--- src/rtl/hamming_secded_pipe_if.sv ---
// Handshake bundle for hamming_secded_pipe: received codeword in, corrected
// payload plus error status out. The slave modport is the decoder side.
interface hamming_secded_pipe_if #(
  parameter int DATA_W = 11
);
  // Smallest P with 2^P >= DATA_W+P+1 over the supported range 4..57
  localparam int PAR_W = (DATA_W <= 4)  ? 3 :
                         (DATA_W <= 11) ? 4 :
                         (DATA_W <= 26) ? 5 : 6;
  localparam int CW    = DATA_W + PAR_W + 1;

  logic [CW-1:0]     entrada;
  logic              in_valid;
  logic              in_ready;
  logic [DATA_W-1:0] saida;
  logic [PAR_W-1:0]  err_pos;
  logic              corrigido;
  logic              incorrigivel;
  logic              out_valid;
  logic              out_ready;

  modport master (
    output entrada, in_valid, out_ready,
    input  in_ready, saida, err_pos, corrigido, incorrigivel, out_valid
  );

  modport slave (
    input  entrada, in_valid, out_ready,
    output in_ready, saida, err_pos, corrigido, incorrigivel, out_valid
  );
endinterface

--- src/rtl/hamming_secded_pipe.sv ---
// Two-stage stall-all SECDED Hamming decoder with saturating error counters.
// Stage 1 captures the codeword with its syndrome and overall parity check,
// stage 2 captures the corrected payload and the error classification.
// Define HAMMING_INJ_EN to add the inj_en / inj_pos_a / inj_pos_b ports that
// flip up to two codeword bits on the way into stage 1.
module hamming_secded_pipe #(
  parameter  int DATA_W = 11,
  parameter  int CNT_W  = 16,
  localparam int PAR_W  = (DATA_W <= 4)  ? 3 :
                          (DATA_W <= 11) ? 4 :
                          (DATA_W <= 26) ? 5 : 6,
  localparam int CW     = DATA_W + PAR_W + 1
) (
  input  logic                 clk,
  input  logic                 reset,
  hamming_secded_pipe_if.slave bus,
  input  logic                 clr_cnt,
`ifdef HAMMING_INJ_EN
  input  logic                 inj_en,
  input  logic [PAR_W:0]       inj_pos_a,
  input  logic [PAR_W:0]       inj_pos_b,
`endif
  output logic [CNT_W-1:0]     cnt_corr,
  output logic [CNT_W-1:0]     cnt_unc
);

  // Payload bit k lives at the k-th non-power-of-two position from 3 upward
  function automatic logic [DATA_W-1:0] extract_payload(input logic [CW-1:0] cw);
    logic [DATA_W-1:0] d;
    int                k;
    d = '0;
    k = 0;
    for (int i = 3; i < CW; i++) begin
      if ((i & (i - 1)) != 0) begin
        d[k] = cw[i];
        k++;
      end
    end
    return d;
  endfunction

  logic              adv;
  logic [CW-1:0]     cw_in;
  logic [PAR_W-1:0]  syn_d;
  logic              chk_d;

  logic              vld_p1_q;
  logic [CW-1:0]     cw_p1_q;
  logic [PAR_W-1:0]  syn_p1_q;
  logic              chk_p1_q;

  logic [CW-1:0]     cw_fix;
  logic              corr_d;
  logic              unc_d;
  logic [DATA_W-1:0] saida_d;

  logic              vld_p2_q;
  logic [DATA_W-1:0] saida_q;
  logic [PAR_W-1:0]  err_pos_q;
  logic              corr_q;
  logic              unc_q;

  logic              xfer_out;
  logic [CNT_W-1:0]  cnt_corr_q;
  logic [CNT_W-1:0]  cnt_unc_q;

  // Whole pipe moves together whenever the output slot is free or draining
  assign adv          = bus.out_ready | ~vld_p2_q;
  assign bus.in_ready = adv;
  assign xfer_out     = vld_p2_q & bus.out_ready;

  // Optional bit flips on the incoming word; identical positions flip once
  always_comb begin
    cw_in = bus.entrada;
`ifdef HAMMING_INJ_EN
    if (inj_en) begin
      for (int i = 0; i < CW; i++) begin
        if (inj_pos_a == (PAR_W + 1)'(i) || inj_pos_b == (PAR_W + 1)'(i)) begin
          cw_in[i] = ~bus.entrada[i];
        end
      end
    end
`endif
  end

  // Syndrome is the XOR of the indices of all set bits; check is total parity
  always_comb begin
    syn_d = '0;
    for (int i = 1; i < CW; i++) begin
      if (cw_in[i]) begin
        syn_d = syn_d ^ PAR_W'(i);
      end
    end
    chk_d = ^cw_in;
  end

  // ---- stage 1 boundary: codeword, syndrome, overall check ----
  // Stage 1 valid bit follows the input handshake
  always_ff @(posedge clk) begin
    if (reset) begin
      vld_p1_q <= 1'b0;
    end else if (adv) begin
      vld_p1_q <= bus.in_valid;
    end
  end

  // Stage 1 data loads only on an accepted word
  always_ff @(posedge clk) begin
    if (adv && bus.in_valid) begin
      cw_p1_q  <= cw_in;
      syn_p1_q <= syn_d;
      chk_p1_q <= chk_d;
    end
  end

  // Odd overall parity with an in-range syndrome is a single error at that
  // position; any other non-clean combination is uncorrectable and the word
  // is passed through untouched
  always_comb begin
    cw_fix = cw_p1_q;
    corr_d = 1'b0;
    unc_d  = 1'b0;
    if (chk_p1_q) begin
      for (int i = 0; i < CW; i++) begin
        if (syn_p1_q == PAR_W'(i)) begin
          cw_fix[i] = ~cw_p1_q[i];
          corr_d    = 1'b1;
        end
      end
      unc_d = ~corr_d;
    end else if (syn_p1_q != '0) begin
      unc_d = 1'b1;
    end
    saida_d = extract_payload(cw_fix);
  end

  // ---- stage 2 boundary: registered outputs ----
  // Output register holds while stalled and clears on reset
  always_ff @(posedge clk) begin
    if (reset) begin
      vld_p2_q  <= 1'b0;
      saida_q   <= '0;
      err_pos_q <= '0;
      corr_q    <= 1'b0;
      unc_q     <= 1'b0;
    end else if (adv) begin
      vld_p2_q <= vld_p1_q;
      if (vld_p1_q) begin
        saida_q   <= saida_d;
        err_pos_q <= syn_p1_q;
        corr_q    <= corr_d;
        unc_q     <= unc_d;
      end
    end
  end

  // Corrected-word counter: clear beats increment, sticks at all ones
  always_ff @(posedge clk) begin
    if (reset || clr_cnt) begin
      cnt_corr_q <= '0;
    end else if (xfer_out && corr_q && (cnt_corr_q != {CNT_W{1'b1}})) begin
      cnt_corr_q <= cnt_corr_q + 1'b1;
    end
  end

  // Uncorrectable-word counter: clear beats increment, sticks at all ones
  always_ff @(posedge clk) begin
    if (reset || clr_cnt) begin
      cnt_unc_q <= '0;
    end else if (xfer_out && unc_q && (cnt_unc_q != {CNT_W{1'b1}})) begin
      cnt_unc_q <= cnt_unc_q + 1'b1;
    end
  end

  assign bus.out_valid    = vld_p2_q;
  assign bus.saida        = saida_q;
  assign bus.err_pos      = err_pos_q;
  assign bus.corrigido    = corr_q;
  assign bus.incorrigivel = unc_q;
  assign cnt_corr         = cnt_corr_q;
  assign cnt_unc          = cnt_unc_q;

endmodule

--- src/flat_wrapper.sv ---
// flat-port wrapper written by rule: the top's interface ports become plain ports
module hamming_secded_pipe_flat 
#(
  parameter  int DATA_W = 11,
  parameter  int CNT_W  = 16,
  localparam int PAR_W  = (DATA_W <= 4)  ? 3 :
                          (DATA_W <= 11) ? 4 :
                          (DATA_W <= 26) ? 5 : 6,
  localparam int CW     = DATA_W + PAR_W + 1
)
  (clk, reset, clr_cnt, cnt_corr, cnt_unc, bus_entrada, bus_in_valid, bus_out_ready, bus_in_ready, bus_saida, bus_err_pos, bus_corrigido, bus_incorrigivel, bus_out_valid);
  hamming_secded_pipe_if #(.DATA_W(DATA_W)) bus_i ();
  input  logic clk;
  input  logic reset;
  input  logic clr_cnt;
  output logic [CNT_W-1:0] cnt_corr;
  output logic [CNT_W-1:0] cnt_unc;
  input wire logic [$bits(bus_i.entrada)-1:0] bus_entrada;
  input wire logic [$bits(bus_i.in_valid)-1:0] bus_in_valid;
  input wire logic [$bits(bus_i.out_ready)-1:0] bus_out_ready;
  output wire logic [$bits(bus_i.in_ready)-1:0] bus_in_ready;
  output wire logic [$bits(bus_i.saida)-1:0] bus_saida;
  output wire logic [$bits(bus_i.err_pos)-1:0] bus_err_pos;
  output wire logic [$bits(bus_i.corrigido)-1:0] bus_corrigido;
  output wire logic [$bits(bus_i.incorrigivel)-1:0] bus_incorrigivel;
  output wire logic [$bits(bus_i.out_valid)-1:0] bus_out_valid;
  assign bus_i.entrada = bus_entrada;
  assign bus_i.in_valid = bus_in_valid;
  assign bus_i.out_ready = bus_out_ready;
  assign bus_in_ready = bus_i.in_ready;
  assign bus_saida = bus_i.saida;
  assign bus_err_pos = bus_i.err_pos;
  assign bus_corrigido = bus_i.corrigido;
  assign bus_incorrigivel = bus_i.incorrigivel;
  assign bus_out_valid = bus_i.out_valid;
  hamming_secded_pipe #(.DATA_W(DATA_W), .CNT_W(CNT_W)) u_core (.clk(clk), .reset(reset), .bus(bus_i), .clr_cnt(clr_cnt), .cnt_corr(cnt_corr), .cnt_unc(cnt_unc));
endmodule
--- config.mk ---
export PLATFORM = sky130hd
export DESIGN_NAME = hamming_secded_pipe_flat
export DESIGN_NICKNAME = d
export VERILOG_FILES = /design/src/rtl/hamming_secded_pipe_if.sv /design/src/rtl/hamming_secded_pipe.sv /design/src/flat_wrapper.sv
export SDC_FILE = /design/constraint.sdc
export NUM_CORES = 1
export LEC_CHECK = 0
export ABC_CLOCK_PERIOD_IN_PS = 2300
export BUFFER_PORTS_ARGS = -buffer_cell sky130_fd_sc_hd__buf_2
export CORE_ASPECT_RATIO = 1.2
export CORE_MARGIN = 4
export CORE_UTILIZATION = 25
export DETAILED_ROUTE_END_ITERATION = 10
export PLACE_DENSITY = 0.46
export SLEW_MARGIN = 25
export SYNTH_ARGS = -nofsm -noshare
export SYNTH_HDL_FRONTEND = slang
export SYNTH_SLANG_ARGS = --single-unit
export TNS_END_PERCENT = 10
--- constraint.sdc ---
create_clock -name clk -period 2.3 [get_ports clk]
set_input_delay 0.23 -clock clk [delete_from_list [all_inputs] [get_ports clk]]
set_output_delay 0.23 -clock clk [all_outputs]
set_load 0.05 [all_outputs]
# Word-level counts from Yosys, hierarchy flattened

Index checks and enable logic that the tools add are counted.

Flip-flop bits (word level): 72
Word-level logic and storage cells: 126

Add/sub/neg operators: 2
Equality and inequality tests: 17
Mux-type cells: 52
Bitwise operators: 34
Reductions and logical operators: 10

Operators with widths:

| operator                                                         | count |
|---|---|
| 1-bit two-way mux                                                | 37 |
| 16-bit by 1-bit adder with 16-bit output (second input constant) | 2 |
| 4-bit == test (second input constant)                            | 8 |
| 4-bit two-way mux                                                | 8 |
| 16-bit inequality test (second input constant)                   | 2 |
| 1-bit inverter                                                   | 18 |
| 4-bit by 3-bit == test with 1-bit output (second input constant) | 4 |
| 16-bit two-way mux                                               | 1 |
| 16-bit XOR reduction                                             | 1 |
| 3-bit two-way mux                                                | 4 |
| 2-bit inverter                                                   | 6 |
| 3-bit inverter                                                   | 4 |
| 4-bit by 2-bit == test with 1-bit output (second input constant) | 2 |
| 1-bit logical AND                                                | 5 |
| 4-bit by 1-bit == test with 1-bit output (second input constant) | 1 |
| 4-bit zero test                                                  | 1 |
| 2-bit two-way mux                                                | 2 |
| 4-bit inverter                                                   | 1 |
| 4-bit nonzero test                                               | 1 |
| 1-bit inverter (first input constant)                            | 3 |
| 2-bit AND reduction                                              | 1 |
| 1-bit bitwise AND                                                | 1 |
| 1-bit logical OR                                                 | 1 |
| 1-bit bitwise OR                                                 | 1 |

# Depth between registers and ports, before layout

Depth in word-level cells: 26
Mapped depth: 6

# Least setup slack after synthesis

OpenSTA, ideal clock, no wires.

Path kind: reg-to-reg
From: reg u_core.vld_p2_q (netlist: u_core.bus.out_valid)
To: reg u_core.saida_q[10] (netlist: u_core.bus.saida[10])
Arrival: 2073 ps
Slack: 141 ps
Stages on the path, launching flop included: 6
Buffers on the path: 2
Cells stage by stage: dfxtp_1 nand2b_1 and2_1 clkbuf_1 clkbuf_1 a211oi_1

Longest elaborated chain between the ends: 3

Ends and longest elaborated chain:

| item                                 | RTL line                   | source |
|---|---|---|
| from (decl)                          | hamming_secded_pipe.sv:57  | `logic vld_p2_q;` |
| from (signal assigned)               | hamming_secded_pipe.sv:147 | `vld_p2_q <= vld_p1_q;` |
| 1-bit inverter                       | hamming_secded_pipe.sv:68  | `assign adv = bus.out_ready \| ~vld_p2_q;` |
| 1-bit bitwise OR                     | hamming_secded_pipe.sv:68  |  |
| named net bus_in_ready               | flat_wrapper.sv:21         | `output wire logic [$bits(bus_i.in_ready)-1:0] bus_in_ready;` |
| 2-bit AND reduction (no source line) | n/a                        |  |
| to (signal assigned)                 | hamming_secded_pipe.sv:149 | `saida_q <= saida_d;` |
| to (decl)                            | hamming_secded_pipe.sv:58  | `logic [DATA_W-1:0] saida_q;` |

The timed path passes the listed nets, and every way through them passes these cells.
A chain may end at the register's enable or synchronous reset.

# Worst setup path after layout

From: reg u_core.cnt_corr_q[6] (netlist: u_core.cnt_corr[6])
To: reg u_core.cnt_corr_q[13] (netlist: u_core.cnt_corr[13])

Longest elaborated chain between the ends: 2
Elaborated cells on any way between the ends: 3
Those cells by class: add/sub (1); eq/ne (1); reduce/logical (1)

Ends and longest elaborated chain:

| item                                                                             | RTL line                   | source |
|---|---|---|
| from (decl)                                                                      | hamming_secded_pipe.sv:64  | `logic [CNT_W-1:0] cnt_corr_q;` |
| from (signal assigned)                                                           | hamming_secded_pipe.sv:162 | `cnt_corr_q <= cnt_corr_q + 1'b1;` |
| branches (longest 2 deep; another with 16-bit by 1-bit adder with 16-bit output) | n/a                        |  |

Parallel ways; which one is timed is not known.

==> flow_summary.json <==
{
  "fill_cells": 1346,
  "hold_depth": 1,
  "die_h_um": 133,
  "viasPerCell": 4.82,
  "synth_edf_count": 16,
  "yosys-mux-area-fraction_pct": 1.85,
  "synth_top_cell_by_area": "dfxtp_1",
  "end_kind": "flip-flop",
  "fmax_ghz": 0.546,
  "drive_gt1_share_pct": 21.7,
  "synth_xor_area_share_pct": 10.3,
  "mostFrequentLayoutCells": "71 x buf_2, 51 x dfxtp_1, 41 x nand2_1",
  "hold_viol": 0,
  "die_w_um": 112,
  "synth_area_um2": 3250,
  "ir_drop_uv": 279,
  "final.setup.tns_ns": 0,
  "slowest_delay_ns": 0.57,
  "run_status": "finished, final reports clean",
  "grt.overflow.total": 0,
  "highest_layer": "met4",
  "routedWlPerCell_um": 14.1,
  "io_pins": 72,
  "portBuffers": 71,
  "p_leak_nw": 1.51,
  "antenna_cells": 0,
  "grt_max_degree": 28,
  "rr_startpoint": "u_core.cnt_corr[6]",
  "cts_root_buf": "clkbuf_16",
  "slew_violations": 0,
  "crit_chain": "nand4_2 > or4_4 > or4_1 > a21oi_1",
  "synthCells": 354,
  "ys_types": 43,
  "yosys.area_share.simple_pct": 24.2,
  "num_vias": 2878,
  "slew_headroom_pct": 50.6,
  "h-tree-depth": 3,
  "grt_pass1_vias": 2867,
  "setup_viol": 0,
  "worst_slack_ns": 0.469,
  "worst_slew_pin_slew_ns": 0.735,
  "drt_iter0_markers": 182,
  "startpoint": "u_core.cnt_corr[6]",
  "synth_compound_area_share_pct": 14.8,
  "final_common_cell": "buf_2",
  "grt_pass1_wl_mm": 14.1,
  "ctsHoldBuffers": 0,
  "drv_cap": 0,
  "synth.avg_cell_area_um2": 9.17,
  "path_clk_slew_ns": 0.06,
  "postRouteAntennaNets": 0,
  "min_to": "u_core.cw_p1_q[12]",
  "syn_nets": 377,
  "yosysSeqAreaShare_pct": 46.3,
  "hp-class": "in -> reg",
  "hpwlAfterDp_mm": 6.32,
  "wl_met3_um": 444,
  "synth_fa_ha_area_share_pct": 0.771,
  "dr.pass1.iters": 4,
  "antenna_found_initial": 0,
  "reg2reg_to": "u_core.cnt_corr[13]",
  "start_util_pct": 25.6,
  "synthDominantCellAreaShare_pct": 31.5,
  "required_ns": 2.56,
  "cts_sinks": 67,
  "fp-row-count": 45,
  "synth_ff_type": "dfxtp_1",
  "arrival_ns": 2.09,
  "core_area_um2": 12700,
  "track_usage_pct": 11.7,
  "worstPathMaxFanout": 8,
  "synth_top_family_by_area": "simple AND/OR/NAND/NOR gates",
  "ys_ff_latch": 67,
  "power_density_nw_per_um2": 779,
  "cts_setup_buffers": 0,
  "rsz0062_at_grt": "false",
  "syn2layout_area_growth_pct": 26.1,
  "place.gp.congestion": 0.788,
  "die-area_um2": 14900,
  "rr_worst_depth": 4,
  "cts_buffer_depth": 2,
  "wl_met1_mm": 3.71,
  "rrSetupSlack_ns": 0.47,
  "period_needed_ns": 1.83,
  "cts_buffers": 9,
  "p_total_w": 0.00319,
  "synth.area.top_cells": "dfxtp_1 31%, edfxtp_1 15%, xnor2_1 8.4%",
  "fin_skew_ns": 0.00962,
  "ys_warn_count": 0,
  "async_flop_share_pct": 0,
  "cts_resized": 0,
  "cpLargestDelayFamily": "simple AND/OR/NAND/NOR gates",
  "pre_cts_slack_ns": 0.483,
  "timing.critical_path.buf_inv": 0,
  "cts_tree": "yes",
  "critical_path_class": "reg -> reg",
  "wl_met2_mm": 4.16,
  "min_period_over_period_pct": 79.6,
  "cp_slowest_cell": "or4_4",
  "regArea_um2": 1500,
  "multi_input_area_um2": 1680,
  "drc_errors": 0,
  "layout.nets": 451,
  "worstSkewPairLatency_ns": 0.33,
  "start_kind": "flip-flop",
  "hp-start": "bus_entrada[12]",
  "routed_wl_mm": 8.44
}
==> worst max-delay path by stage <==
| stage | cells past startpoint | end | slack [ns] |
|---|---|---|---|
| 4_1_cts | 4 | u_core.cnt_corr[13] | 0.47 |
| 2_1_floorplan | 5 | u_core.bus.saida[10] | 0.14 |
| 5_1_grt | 4 | u_core.cnt_corr[6] | 0.30 |
| 6_report | 4 | u_core.cnt_corr[13] | 0.47 |
| 3_3_place_gp | 4 | u_core.cnt_corr[13] | 0.50 |
| 3_5_place_dp | 4 | u_core.cnt_corr[13] | 0.48 |
==> cells in the mapped netlist, drive strengths merged, types with 4 or more instances <==
cell    count
or3         8
nor3        8
o31ai       8
or4         7
and3        4
mux2i       6
inv         4
a41o        4
nor4        5
xnor2      31
nand3      10
nand4      12
clkbuf     10
nand2      41
xor2        7
a21oi      26
and4        8
nor2       37
o21ai       7
a211oi     17
edfxtp     16
dfxtp      51
a31oi       4
==> layer usage <==
layer / track usage, % / vias to the layer above
li1: - / 1460
met1: 14.1 / 1334
met2: 19.3 / 76
met3: 4.03 / 8
met4: 4.54 / 0
met5: 0 / -
==> state kept, by name, indices dropped and copies added, names as in the netlist <==
signal	flops
u_core.bus.saida	11
u_core.bus.corrigido	1
u_core.bus.err_pos	4
u_core.cnt_unc	16
u_core.chk_p1_q	1
u_core.cw_p1_q	11
u_core.bus.incorrigivel	1
u_core.vld_p1_q	1
u_core.cnt_corr	16
u_core.syn_p1_q	4
u_core.bus.out_valid	1
==> power by group <==
part / total, W / switching, W / internal [W]
Clock: 0.00143 / 0.000481 / 0.000947
Sequential: 0.00135 / 0.0000595 / 0.00129
Combinational: 0.000413 / 0.000267 / 0.000147
Total: 0.00319 / 0.000807 / 0.00238
==> cells by family after synthesis <==
| group | Yosys count |
|---|---|
| simple gates | 152 |
| mux | 6 |
| flops | 67 |
| fa+ha+maj | 2 |
| compound gates | 73 |
| xor+xnor | 38 |
| buf+inv | 16 |
==> cell type report <==
class                   count  share of cell area (%)
clock buffers              13                    5.87
clock inverters             3                    1.56
inverters                   4                   0.367
multi-input cells         271                    41.1
flip-flops and latches     67                    36.7
well taps                 164                    5.01
repair buffers             75                    9.42
==> through the flow <==
step                      cell area [um^2]  utilization [%]  hold slack, ns  instances
after floorplan                       3250                -           0.329        354
after global placement                3790             29.9           0.440        581
after detailed placement              3790             29.9           0.437        581
after CTS                             4090             32.3          0.0896        597
after global routing                  4090             32.3          0.0886        597
final                                 4090             32.3           0.106        597
No activity file was read; power rests on OpenSTA's default activity.
